`src/rtl/jtkicker_dwnld_remap.sv`:
```
// Download remapper: rewrites ioctl bytes per address region and queues them
// as masked 16-bit SDRAM writes through a small FIFO with ack handshake.
module jtkicker_dwnld_remap #(
  parameter int          REGIONS    = 3,
  parameter logic [24:0] START0     = 25'h0,
  parameter logic [24:0] START1     = 25'h10000,
  parameter logic [24:0] START2     = 25'h18000,
  parameter logic [24:0] START3     = 25'h20000,
  parameter logic [1:0]  MODE0      = 2'd0,
  parameter logic [1:0]  MODE1      = 2'd0,
  parameter logic [1:0]  MODE2      = 2'd0,
  parameter logic [1:0]  MODE3      = 2'd0,
  parameter logic [24:0] PROM_START = 25'h28000,
  parameter int          FIFO_AW    = 2,
  parameter bit          SWAB       = 1'b1
) (
  input  logic        clk,
  input  logic        rst_n,
  input  logic        downloading,
  input  logic [24:0] ioctl_addr,
  input  logic [7:0]  ioctl_dout,
  input  logic        ioctl_wr,
  output logic [21:0] prog_addr,
  output logic [15:0] prog_data,
  output logic [1:0]  prog_mask,
  output logic        prog_we,
  output logic        prom_we,
  input  logic        sdram_ack,
  output logic        busy,
  output logic        overflow
);

  localparam int DEPTH = 1 << FIFO_AW;
  localparam logic [FIFO_AW:0] FULL_CNT = (FIFO_AW + 1)'(DEPTH);
  localparam logic [3:0][24:0] START_A = {START3, START2, START1, START0};
  // The last active region is closed by PROM_START instead of the next start.
  localparam logic [3:0][24:0] END_A = {
    PROM_START,
    (REGIONS == 3) ? PROM_START : START3,
    (REGIONS == 2) ? PROM_START : START2,
    (REGIONS == 1) ? PROM_START : START1
  };
  localparam logic [3:0][1:0] MODE_A = {MODE3, MODE2, MODE1, MODE0};

  logic [1:0]  w_mode;
  logic [24:0] w_base, w_off, w_shuf, w_addr;
  logic [7:0]  w_byte;
  logic        w_prom, w_accept;

  always_comb begin
    w_mode = 2'd0;
    w_base = 25'd0;
    for (int k = 0; k < 4; k++) begin
      if (k < REGIONS && ioctl_addr >= START_A[k] && ioctl_addr < END_A[k]) begin
        w_mode = MODE_A[k];
        w_base = START_A[k];
      end
    end
  end

  assign w_prom = ioctl_addr >= PROM_START;
  assign w_off  = ioctl_addr - w_base;

  // Object shuffle: only bits 0..6, 14 and 15 of the offset move.
  always_comb begin
    w_shuf      = w_off;
    w_shuf[15]  = w_off[0];
    w_shuf[14]  = w_off[15];
    w_shuf[0]   = ~w_off[14];
    w_shuf[2:1] = w_off[5:4] + 2'd1;
    w_shuf[6:3] = {w_off[6], w_off[3:1]};
  end

  always_comb begin
    w_addr = ioctl_addr;
    w_byte = ioctl_dout;
    case (w_mode)
      2'd1:    w_byte = {ioctl_dout[3:0], ioctl_dout[7:4]};
      2'd2:    w_addr = w_base + w_shuf;
      default: ;
    endcase
  end

  assign w_accept = ioctl_wr & downloading & (w_mode != 2'd3);

  logic        r_pipe_vld;
  logic [24:0] r_pipe_addr;
  logic [7:0]  r_pipe_byte;
  logic        r_pipe_prom;

  always_ff @(posedge clk or negedge rst_n) begin
    if (!rst_n) begin
      r_pipe_vld  <= 1'b0;
      r_pipe_addr <= 25'd0;
      r_pipe_byte <= 8'd0;
      r_pipe_prom <= 1'b0;
    end else begin
      r_pipe_vld <= w_accept;
      if (w_accept) begin
        r_pipe_addr <= w_addr;
        r_pipe_byte <= w_byte;
        r_pipe_prom <= w_prom;
      end
    end
  end

  logic [33:0]        r_mem [DEPTH];
  logic [FIFO_AW-1:0] r_wr_ptr, r_rd_ptr;
  logic [FIFO_AW:0]   r_count;
  logic               r_dl_prev, r_overflow;
  logic               w_nonempty, w_full, w_push, w_pop;
  logic [33:0]        w_head;
  logic [24:0]        w_head_addr;
  logic [7:0]         w_head_byte;
  logic               w_head_prom, w_unused;

  assign w_nonempty = r_count != '0;
  assign w_full     = r_count == FULL_CNT;
  assign w_pop      = w_nonempty & sdram_ack;
  // A pop frees the slot in the same cycle, so a full FIFO still accepts.
  assign w_push     = r_pipe_vld & (~w_full | w_pop);

  always_ff @(posedge clk) begin
    if (w_push) r_mem[r_wr_ptr] <= {r_pipe_prom, r_pipe_byte, r_pipe_addr};
  end

  always_ff @(posedge clk or negedge rst_n) begin
    if (!rst_n) begin
      r_wr_ptr   <= '0;
      r_rd_ptr   <= '0;
      r_count    <= '0;
      r_dl_prev  <= 1'b0;
      r_overflow <= 1'b0;
    end else begin
      if (w_push) r_wr_ptr <= r_wr_ptr + FIFO_AW'(1);
      if (w_pop)  r_rd_ptr <= r_rd_ptr + FIFO_AW'(1);
      r_count   <= r_count + (FIFO_AW + 1)'(w_push) - (FIFO_AW + 1)'(w_pop);
      r_dl_prev <= downloading;
      if (downloading && !r_dl_prev)
        r_overflow <= 1'b0;
      else if (r_pipe_vld && w_full && !w_pop)
        r_overflow <= 1'b1;
    end
  end

  assign w_head      = r_mem[r_rd_ptr];
  assign w_head_addr = w_head[24:0];
  assign w_head_byte = w_head[32:25];
  assign w_head_prom = w_head[33];
  assign w_unused    = ^w_head_addr[24:23];

  assign prog_we   = w_nonempty;
  assign prom_we   = w_nonempty & w_head_prom;
  assign prog_addr = w_nonempty ? w_head_addr[22:1] : 22'd0;
  assign prog_data = w_nonempty ? {w_head_byte, w_head_byte} : 16'd0;
  assign prog_mask = !w_nonempty ? 2'b11 :
                     ((w_head_addr[0] ^ SWAB) ? 2'b01 : 2'b10);
  assign busy      = rst_n & (downloading | r_pipe_vld | w_nonempty);
  assign overflow  = r_overflow;

endmodule

```
`config.mk`:
```
export PLATFORM = sky130hd
export DESIGN_NAME = jtkicker_dwnld_remap
export DESIGN_NICKNAME = d
export VERILOG_FILES = /design/src/rtl/jtkicker_dwnld_remap.sv
export SDC_FILE = /design/constraint.sdc
export NUM_CORES = 1
export LEC_CHECK = 0
export CAP_MARGIN = 15
export CORE_MARGIN = 2
export CORE_UTILIZATION = 24
export DETAILED_ROUTE_END_ITERATION = 7
export MAX_ROUTING_LAYER = met4
export PLACE_DENSITY = 0.38
export SETUP_SLACK_MARGIN = 0.2
export SLEW_MARGIN = 20
export SYNTH_ARGS = -nofsm -noshare
export SYNTH_HDL_FRONTEND = slang
export SYNTH_SLANG_ARGS = --single-unit
```
`constraint.sdc`:
```
create_clock -name clk -period 2.7 [get_ports clk]
set_input_delay 0.675 -clock clk [delete_from_list [all_inputs] [get_ports clk]]
set_output_delay 0.675 -clock clk [all_outputs]
set_load 0.1 [all_outputs]
```
Word-level counts from Yosys, hierarchy flattened
Memory sizes are Yosys's and may differ from the RTL's.
Index checks and enable logic that the tools add are counted.
Cells by class
  $add $sub $neg: 4
  muxes and demuxes: 8
  bitwise logic cells: 9
  eq/ne operators: 1
  order comparisons: 1
  reductions and logical operators: 7
Operator list (count)
  $ge A25 B18 Y1 const B: 1
  $mux W22: 1
  $mux W16: 1
  $and A1 B1 Y1: 5
  $add A2 B1 Y2 const B: 2
  $mux W1: 4
  $mux W2: 2
  $add A3 B1 Y3: 1
  $eq A3 B3 Y1 const B: 1
  $logic_and A1 B1 Y1: 3
  $or A1 B1 Y1: 3
  $reduce_bool A3 Y1: 1
  $sub A3 B1 Y3: 1
  $logic_not A1 Y1: 2
  $reduce_bool A2 Y1: 1
  $not A1 Y1: 1
Word-level totals
  memories: 1
  word-level logic and storage cells: 40
  bits in writable memories: 136
  output and inout bits: 44
  bits in registers: 44
  input bits: 38
Memories
  r_mem: words 4, bits a word 34, rd ports 1, clocked after Yosys merged registers in 0, write ports 1, RTL line 107  | logic [33:0] r_mem [DEPTH];

Logic depth before layout (Yosys ltp)
Gate-level depths: netlist of run 1.
  word-level depth: 6
  mapped depth: 10

Least setup slack after synthesis of run 1
No wires, ideal clock.
  path type: reg2out
  start: register r_count[1]
  end: output port prog_mask[0]
  slack: -525 ps
  path buffers: 1
  required time: 2025 ps
  cell stages (with the launch flop): 5
  arrival: 2550 ps
  path through: dfrtp_1 nor3_1 inv_1 clkbuf_1 nand2_1
On the way
  cells in the longest elaborated chain, start to end: 2
RTL lines
  start, declared: RTL line 109  | logic [FIFO_AW:0] r_count;
  start signal, assigned: RTL line 137  | r_count <= r_count + (FIFO_AW + 1)'(w_push) - (FIFO_AW + 1)'(w_pop);
  $reduce_bool A3 Y1: RTL line 117  | assign w_nonempty = r_count != '0;
  via prog_we: RTL line 26  | output logic prog_we,
  $mux W2: RTL line 156  | assign prog_mask = !w_nonempty ? 2'b11 :
  end, declared: RTL line 25  | output logic [1:0] prog_mask,
The timed path passes the listed nets, and every way through them passes these cells.

Worst setup path in the final report of run 1
  start: register r_rd_ptr[0]
  end: output port prog_addr[15]
On the way
  cells in the longest elaborated chain, start to end: 2
RTL lines
  start, declared: RTL line 108  | logic [FIFO_AW-1:0] r_wr_ptr, r_rd_ptr;
  start signal, assigned: RTL line 136  | if (w_pop) r_rd_ptr <= r_rd_ptr + FIFO_AW'(1);
  $mem_v2 Z4 W34
  $mux W22: RTL line 154  | assign prog_addr = w_nonempty ? w_head_addr[22:1] : 22'd0;
  end, declared: RTL line 23  | output logic [21:0] prog_addr,
Every way passes these cells.

==> out/results.md, run 1 <==
## Drt
• routed wire length: 14500 µm
• number of remaining DRC errors: 0
• post-route antenna net violation count: 0
• 1st-iter DRT viols: 152
• vias per std cell: 3.94
• router iterations before antenna repair: 4
• per-cell routed wire length: 17.5 µm
• routed vias: 3255

## Placement
• I/O Buffers: 81
• HPWL reported at the end of detailed placement: 9390 µm
• pre-CTS worst setup slack: -0.197 ns
• GPL Wtd Cong: 0.700

## Clock network
• Bufs on Longest Clock Path: 2
• htree depth: 4
• sink count of the clock tree: 170
• clock input transition at the sequential cells of the worst setup and hold paths: 0.07 ns
• Worst-Skew Late Latency: 0.42 ns
• TritonCTS Buffers: 17
• TritonCTS clock tree: yes
• root buffer cell: clkbuf_16

## Logic synthesis
• Top FF cell, synth: edfxtp_1
• most numerous cell types in the synthesized netlist: edfxtp_1 (128), dfrtp_1 (42), and2_1 (36)
• total standard cell area after synthesis: 6650 µm²
• most repeated cell in the gate-level netlist after synthesis: edfxtp_1
• Synth Warn #: 0
• Synth Instances: 328
• #FFs+latches synth: 170
• net count of the mapped netlist: 373
• register area share after synthesis: 0.736
• dominant cells by area after synthesis: edfxtp_1 (58%), dfrtp_1 (16%), mux4_2 (9.5%), mux2_2 (5.4%), and2_1 (3.4%)
• number of synthesized flops with an enable pin: 128
• biggest area consumer among synthesized cells: edfxtp_1
• mean instance size in the synthesized netlist: 20.3 µm²
• area share of the largest cell type after synthesis: 0.578
• number of different library cells in the post-synthesis netlist: 28
• asr flop ratio synth: 0.247

## Floorplanning
• initial core utilization: 0.245
• cell row count: 60
• area enclosed by the die boundary: 29100 µm²
• Die Height: 170 µm
• core area: 27100 µm²
• Chip Width: 170 µm
• # IOs: 82

## Worst setup path
• startpoint type of the worst setup path: flop
• arrival time of data at the critical path endpoint: 1.95 ns
• Required @ worst endpoint: 2.03 ns
• critical setup path kind: flop to output pin
• crit-path leading delay family: multiplexers
• Critical Path Fanout Max: 6
• list of cells traversed by the critical path: buf_4 > buf_16 > mux4_2 > and2_2 > buf_12
• Critical path buffers and inverters: 3
• endpoint kind of the worst setup timing path: output pin
• CP peak stage delay: 0.49 ns
• CP max stage cell: mux4_2
• worst setup slack for register-to-register paths: 0.43 ns

## Global route
• via count of the first global-routing pass: 3590
• maximum number of pins on one net before global-route repair: 43
• global-route wire length before repair: 21900 µm
• sum of overflow across all layers after global routing: 0
• gr usage total: 0.109
• number of antenna violations at the first check in global routing: 0

## Final layout
• number of inserted diodes: 0
• final layout net count: 487
• register area: 4900 µm²
• area of combinational cells with multiple inputs: 1640 µm²
• layout cell share with drive strength beyond 1: 0.475
• area added between synthesis and finish: 39.2%
• count of fill cells added during filler insertion: 2564
• share of the core filled with cells: 0.342

## Timing
• minimum hold slack: 0.488 ns
• Least-Margin Pin Slew: 0.653 ns
• final hold vios: 0
• Layout Skew: 0.00899 ns
• worst max-slew margin expressed relative to the limit: 0.565
• RSZ-0062 raised after global routing: yes
• setup slack after layout: 0.0711 ns
• accumulated negative setup slack: 0 ns
• final-report setup violation count: 0
• time the final worst path needs with I/O delays and setup: 2.63 ns
• Max Freq: 0.380 GHz
• Slew Viols, Final: 0
• final period utilization: 0.974

## Hold path
• Hold Crit Class: input port to asynchronous set/reset pin

## Run status
• result of the run: complete, no violations

## Job
• max-cap violations: 0

-- worst register-to-register path: stages, from the launching register on --
cell     delay, ns
dfrtp_2       0.41
buf_4         0.16
nor4b_2       0.32
nor2b_1       0.10
inv_1         0.07
ha_1          0.22
inv_1         0.06
ha_1          0.13
inv_1         0.05
fa_1          0.37
xnor2_1       0.18
xnor2_1       0.14
-- state kept, by name, indices dropped and copies added (netlist names) --
register / flops
r_pipe_prom: 1
r_rd_ptr: 2
overflow: 1
r_count: 3
r_wr_ptr: 2
r_pipe_vld: 1
r_dl_prev: 1
r_mem: 128
r_pipe_byte: 8
r_pipe_addr: 23
-- logic make-up (layout without fill, tap and decap cells) --
group	after synthesis	count (layout)	synth area share
flops	170	170	0.736
mux	64	64	0.165
simple gates	46	46	0.0420
buf+inv	31	158	0.0316
fa+ha+maj	7	7	0.0143
compound gates	5	5	0.00489
xor+xnor	5	5	0.00658
-- metrics by stage --
step | cells | cell area (µm²)
after detailed placement | 784 | 8410
after floorplan | 328 | 6670
after global routing | 827 | 9260
after CTS | 825 | 9230
after global placement | 784 | 8410
final | 827 | 9260
-- per-layer routing --
layer	track usage	vias up	share of wire
met2	0.178	73	0.51
met4	0.0346	0	0.011
met5	-	-	0
met1	0.131	1690	0.44
li1	-	1484	-
met3	0.0295	8	0.037
-- path summary, 6_finish.rpt --
check	from	to	depth (start not counted)
max	r_rd_ptr[0]	prog_addr[15]	5
min	rst_n	r_pipe_addr[17]	2
max reg2reg	r_count[1]	r_count[2]	11
min reg2reg	r_pipe_addr[3]	r_mem[2][3]	0
max in group asynchronous	rst_n	r_rd_ptr[1]	2
min in group clk	r_pipe_addr[3]	r_mem[2][3]	0
-- timing repair --
action	CTS	global route
cloned	1	0
setup endpoints to repair	42	43
gates resized for setup	46	5
buffers inserted	8	2
hold buffers	0	0
pin swaps	2	5
-- cells in the final DEF, fill, tap and decap left out, drive strengths merged, types with 2 or more instances in the layout --
master         Yosys  layout
clkbuf             4      18
nor3               2       2
a21oi              2       2
clkdlybuf4s50      0      36
mux2              32      32
mux4              32      32
bufinv             0       4
ha                 6       6
nand2              2       2
inv                9      11
and2              36      36
edfxtp           128     128
clkinv             0       5
buf               18      81
xnor2              4       4
dfrtp             42      42
clkinvlp           0       3
-- final cells by class --
type,instances,share of cell area
repair buffers,117,0.172
multi-input cells,127,0.177
inverters,9,0.00365
well taps,372,0.0503
clock buffers,18,0.0464
flip-flops and latches,170,0.529
clock inverters,14,0.0211
Power of run 1 is not shown: default switching activity piles up to over one toggle a cycle in this logic, so the estimate is an artifact.
==> run 2, diff against run 1 <==
CELL_PAD_IN_SITES_DETAIL_PLACEMENT = 0   (was default)
CELL_PAD_IN_SITES_GLOBAL_PLACEMENT = 1   (was default)
PLACE_DENSITY = 0.43   (was 0.38)
==> out/results.md, run 2 (synthesis gave the netlist of run 1 again) <==
## Floorplanning
• initial core utilization: 0.245, unchanged
• Chip Width: 170 µm, unchanged
• core area: 27100 µm², unchanged
• Die Height: 170 µm, unchanged
• # IOs: 82, unchanged
• cell row count: 60, unchanged
• area enclosed by the die boundary: 29100 µm², unchanged

## Drt
• routed vias: 3305, was 3255
• vias per std cell: 3.98, was 3.94
• router iterations before antenna repair: 4, unchanged
• post-route antenna net violation count: 0, unchanged
• 1st-iter DRT viols: 126, was 152
• routed wire length: 14500 µm, about the same
• per-cell routed wire length: 17.5 µm, about the same
• number of remaining DRC errors: 0, unchanged

## Final layout
• largest registers ranked by flip-flop count: r_mem: 128 flops, r_pipe_addr: 23 flops, r_pipe_byte: 8 flops, unchanged
• flip-flop count of the largest register, all copies and words added: 128, unchanged
• final layout net count: 491, was 487
• most common cell after layout, fill and taps aside: edfxtp_1, unchanged
• layout cell share with drive strength beyond 1: 0.477, was 0.475
• number of standard cells in the final layout excluding fillers: 831, was 827
• area added between synthesis and finish: 40.0%, was 39.2%
• number of inserted diodes: 0, unchanged
• Largest Register: r_mem, unchanged
• top library cells by usage in the layout, fill and taps aside: edfxtp_1 (128), buf_12 (53), dfrtp_1 (39), was edfxtp_1 (128), buf_12 (47), dfrtp_1 (39)
• share of the core filled with cells: 0.344, was 0.342
• count of fill cells added during filler insertion: 2571, was 2564

## Clock network
• root buffer cell: clkbuf_16, unchanged
• clock input transition at the sequential cells of the worst setup and hold paths: 0.07 ns, about the same
• TritonCTS Buffers: 17, unchanged
• htree depth: 4, unchanged
• hold_buf cts: 0, unchanged
• sink count of the clock tree: 170, unchanged
• Bufs on Longest Clock Path: 2, unchanged
• Worst-Skew Late Latency: 0.43 ns, was 0.42 ns
• TritonCTS clock tree: yes, unchanged

## Global route
• gr usage total: 0.110, was 0.109
• global-route wire length before repair: 22000 µm, was 21900 µm
• number of antenna violations at the first check in global routing: 0, unchanged
• via count of the first global-routing pass: 3635, was 3590
• sum of overflow across all layers after global routing: 0, unchanged
• maximum number of pins on one net before global-route repair: 43, unchanged

## Worst setup path
• CP max stage cell: mux4_2, unchanged
• critical setup path kind: flop to output pin, unchanged
• list of cells traversed by the critical path: buf_12 > buf_12 > buf_16 > mux4_2 > and2_4 > buf_12, was buf_4 > buf_16 > mux4_2 > and2_2 > buf_12
• crit-path leading delay family: buffers and inverters, was multiplexers
• endpoint kind of the worst setup timing path: output pin, unchanged
• Critical Path Fanout Max: 6, unchanged
• Critical path buffers and inverters: 4, was 3
• most common cell type on the critical path: buf_12
• Required @ worst endpoint: 2.03 ns, about the same
• startpoint type of the worst setup path: flop, unchanged
• CP peak stage delay: 0.43 ns, was 0.49 ns
• arrival time of data at the critical path endpoint: 1.98 ns, was 1.95 ns

## Run status
• result of the run: complete, no violations, unchanged

## Timing
• Layout Skew: 0.00970 ns, was 0.00899 ns
• RSZ-0062 raised after global routing: yes, unchanged
• worst max-slew margin expressed relative to the limit: 0.558, was 0.565
• minimum hold slack: 0.440 ns, was 0.488 ns
• final hold vios: 0, unchanged
• Least-Margin Pin Slew: 0.663 ns, was 0.653 ns
• Slew Viols, Final: 0, unchanged
• final-report setup violation count: 0, unchanged
• Max Freq: 0.376 GHz, was 0.380 GHz
• final period utilization: 0.984, was 0.974
• time the final worst path needs with I/O delays and setup: 2.66 ns, was 2.63 ns

## Placement
• I/O Buffers: 81, unchanged
• GPL Wtd Cong: 0.701, was 0.700
• cell total after placement: 781, was 784
• HPWL reported at the end of detailed placement: 9070 µm, was 9390 µm

## Hold path
• Hold Crit Class: input port to asynchronous set/reset pin, unchanged

## Job
• max-cap violations: 0, unchanged

## run 2: changes by cell type in the layout (fill, tap and decap cells not counted), sizes merged
cell / before / now
clkinvlp: 3 / 4
bufinv: 4 / 0
buf: 81 / 84
clkinv: 5 / 4
bufbuf: 0 / 1
inv: 11 / 16
clkbuf: 18 / 17
## run 2: layer usage
layer | vias to the layer above | wire (µm) | global-route usage | share of wire
met5 | - | 0 | - | 0
met4 | 0 | 221 | 0.0438 | 0.015
met3 | 12 | 473 | 0.0263 | 0.033
met2 | 62 | 7630 | 0.184 | 0.52
met1 | 1734 | 6230 | 0.128 | 0.43
li1 | 1497 | - | - | -
## run 2: path summary, 6_finish.rpt
check,from,to,slack (ns),cells past startpoint
max in group asynchronous,rst_n,r_rd_ptr[1],1.76,2
max reg2reg,r_count[1],r_count[2],0.44,11
min reg2reg,r_dl_prev,overflow,0.52,2
min,rst_n,r_pipe_byte[6],0.44,2
max,r_rd_ptr[0],prog_addr[10],0.04,6
min in group clk,r_dl_prev,overflow,0.52,2
## run 2: per-stage QoR
stage / worst slack, ns / cell area [µm²] / setup TNS [ns]
after detailed placement: -0.189 / 8430 / -0.243
after CTS: 0.00327 / 9270 / 0
after floorplan: 0.0421 / 6670 / 0
after global routing: -0.0192 / 9310 / -0.0442
after global placement: -0.155 / 8430 / -0.171
final: 0.0428 / 9310 / 0
## run 2: repair_timing
action                                  CTS  global route
pin swaps                                16             2
buffers inserted                         14             2
cloned                                    2             0
gates resized for setup                  45             6
endpoints found under the setup margin   42            42
## run 2: layout make-up
type | instances | area [µm²] | share of cell area
sequential | 170 | 4900 | 0.526
tap | 372 | 465 | 0.0500
clock inverter | 15 | 131 | 0.0141
timing repair buffer | 121 | 1720 | 0.185
inverter | 9 | 33.8 | 0.00363
multi-input combinational | 127 | 1640 | 0.176
clock buffer | 17 | 425 | 0.0457
Power of run 2 is left out for the same reason.
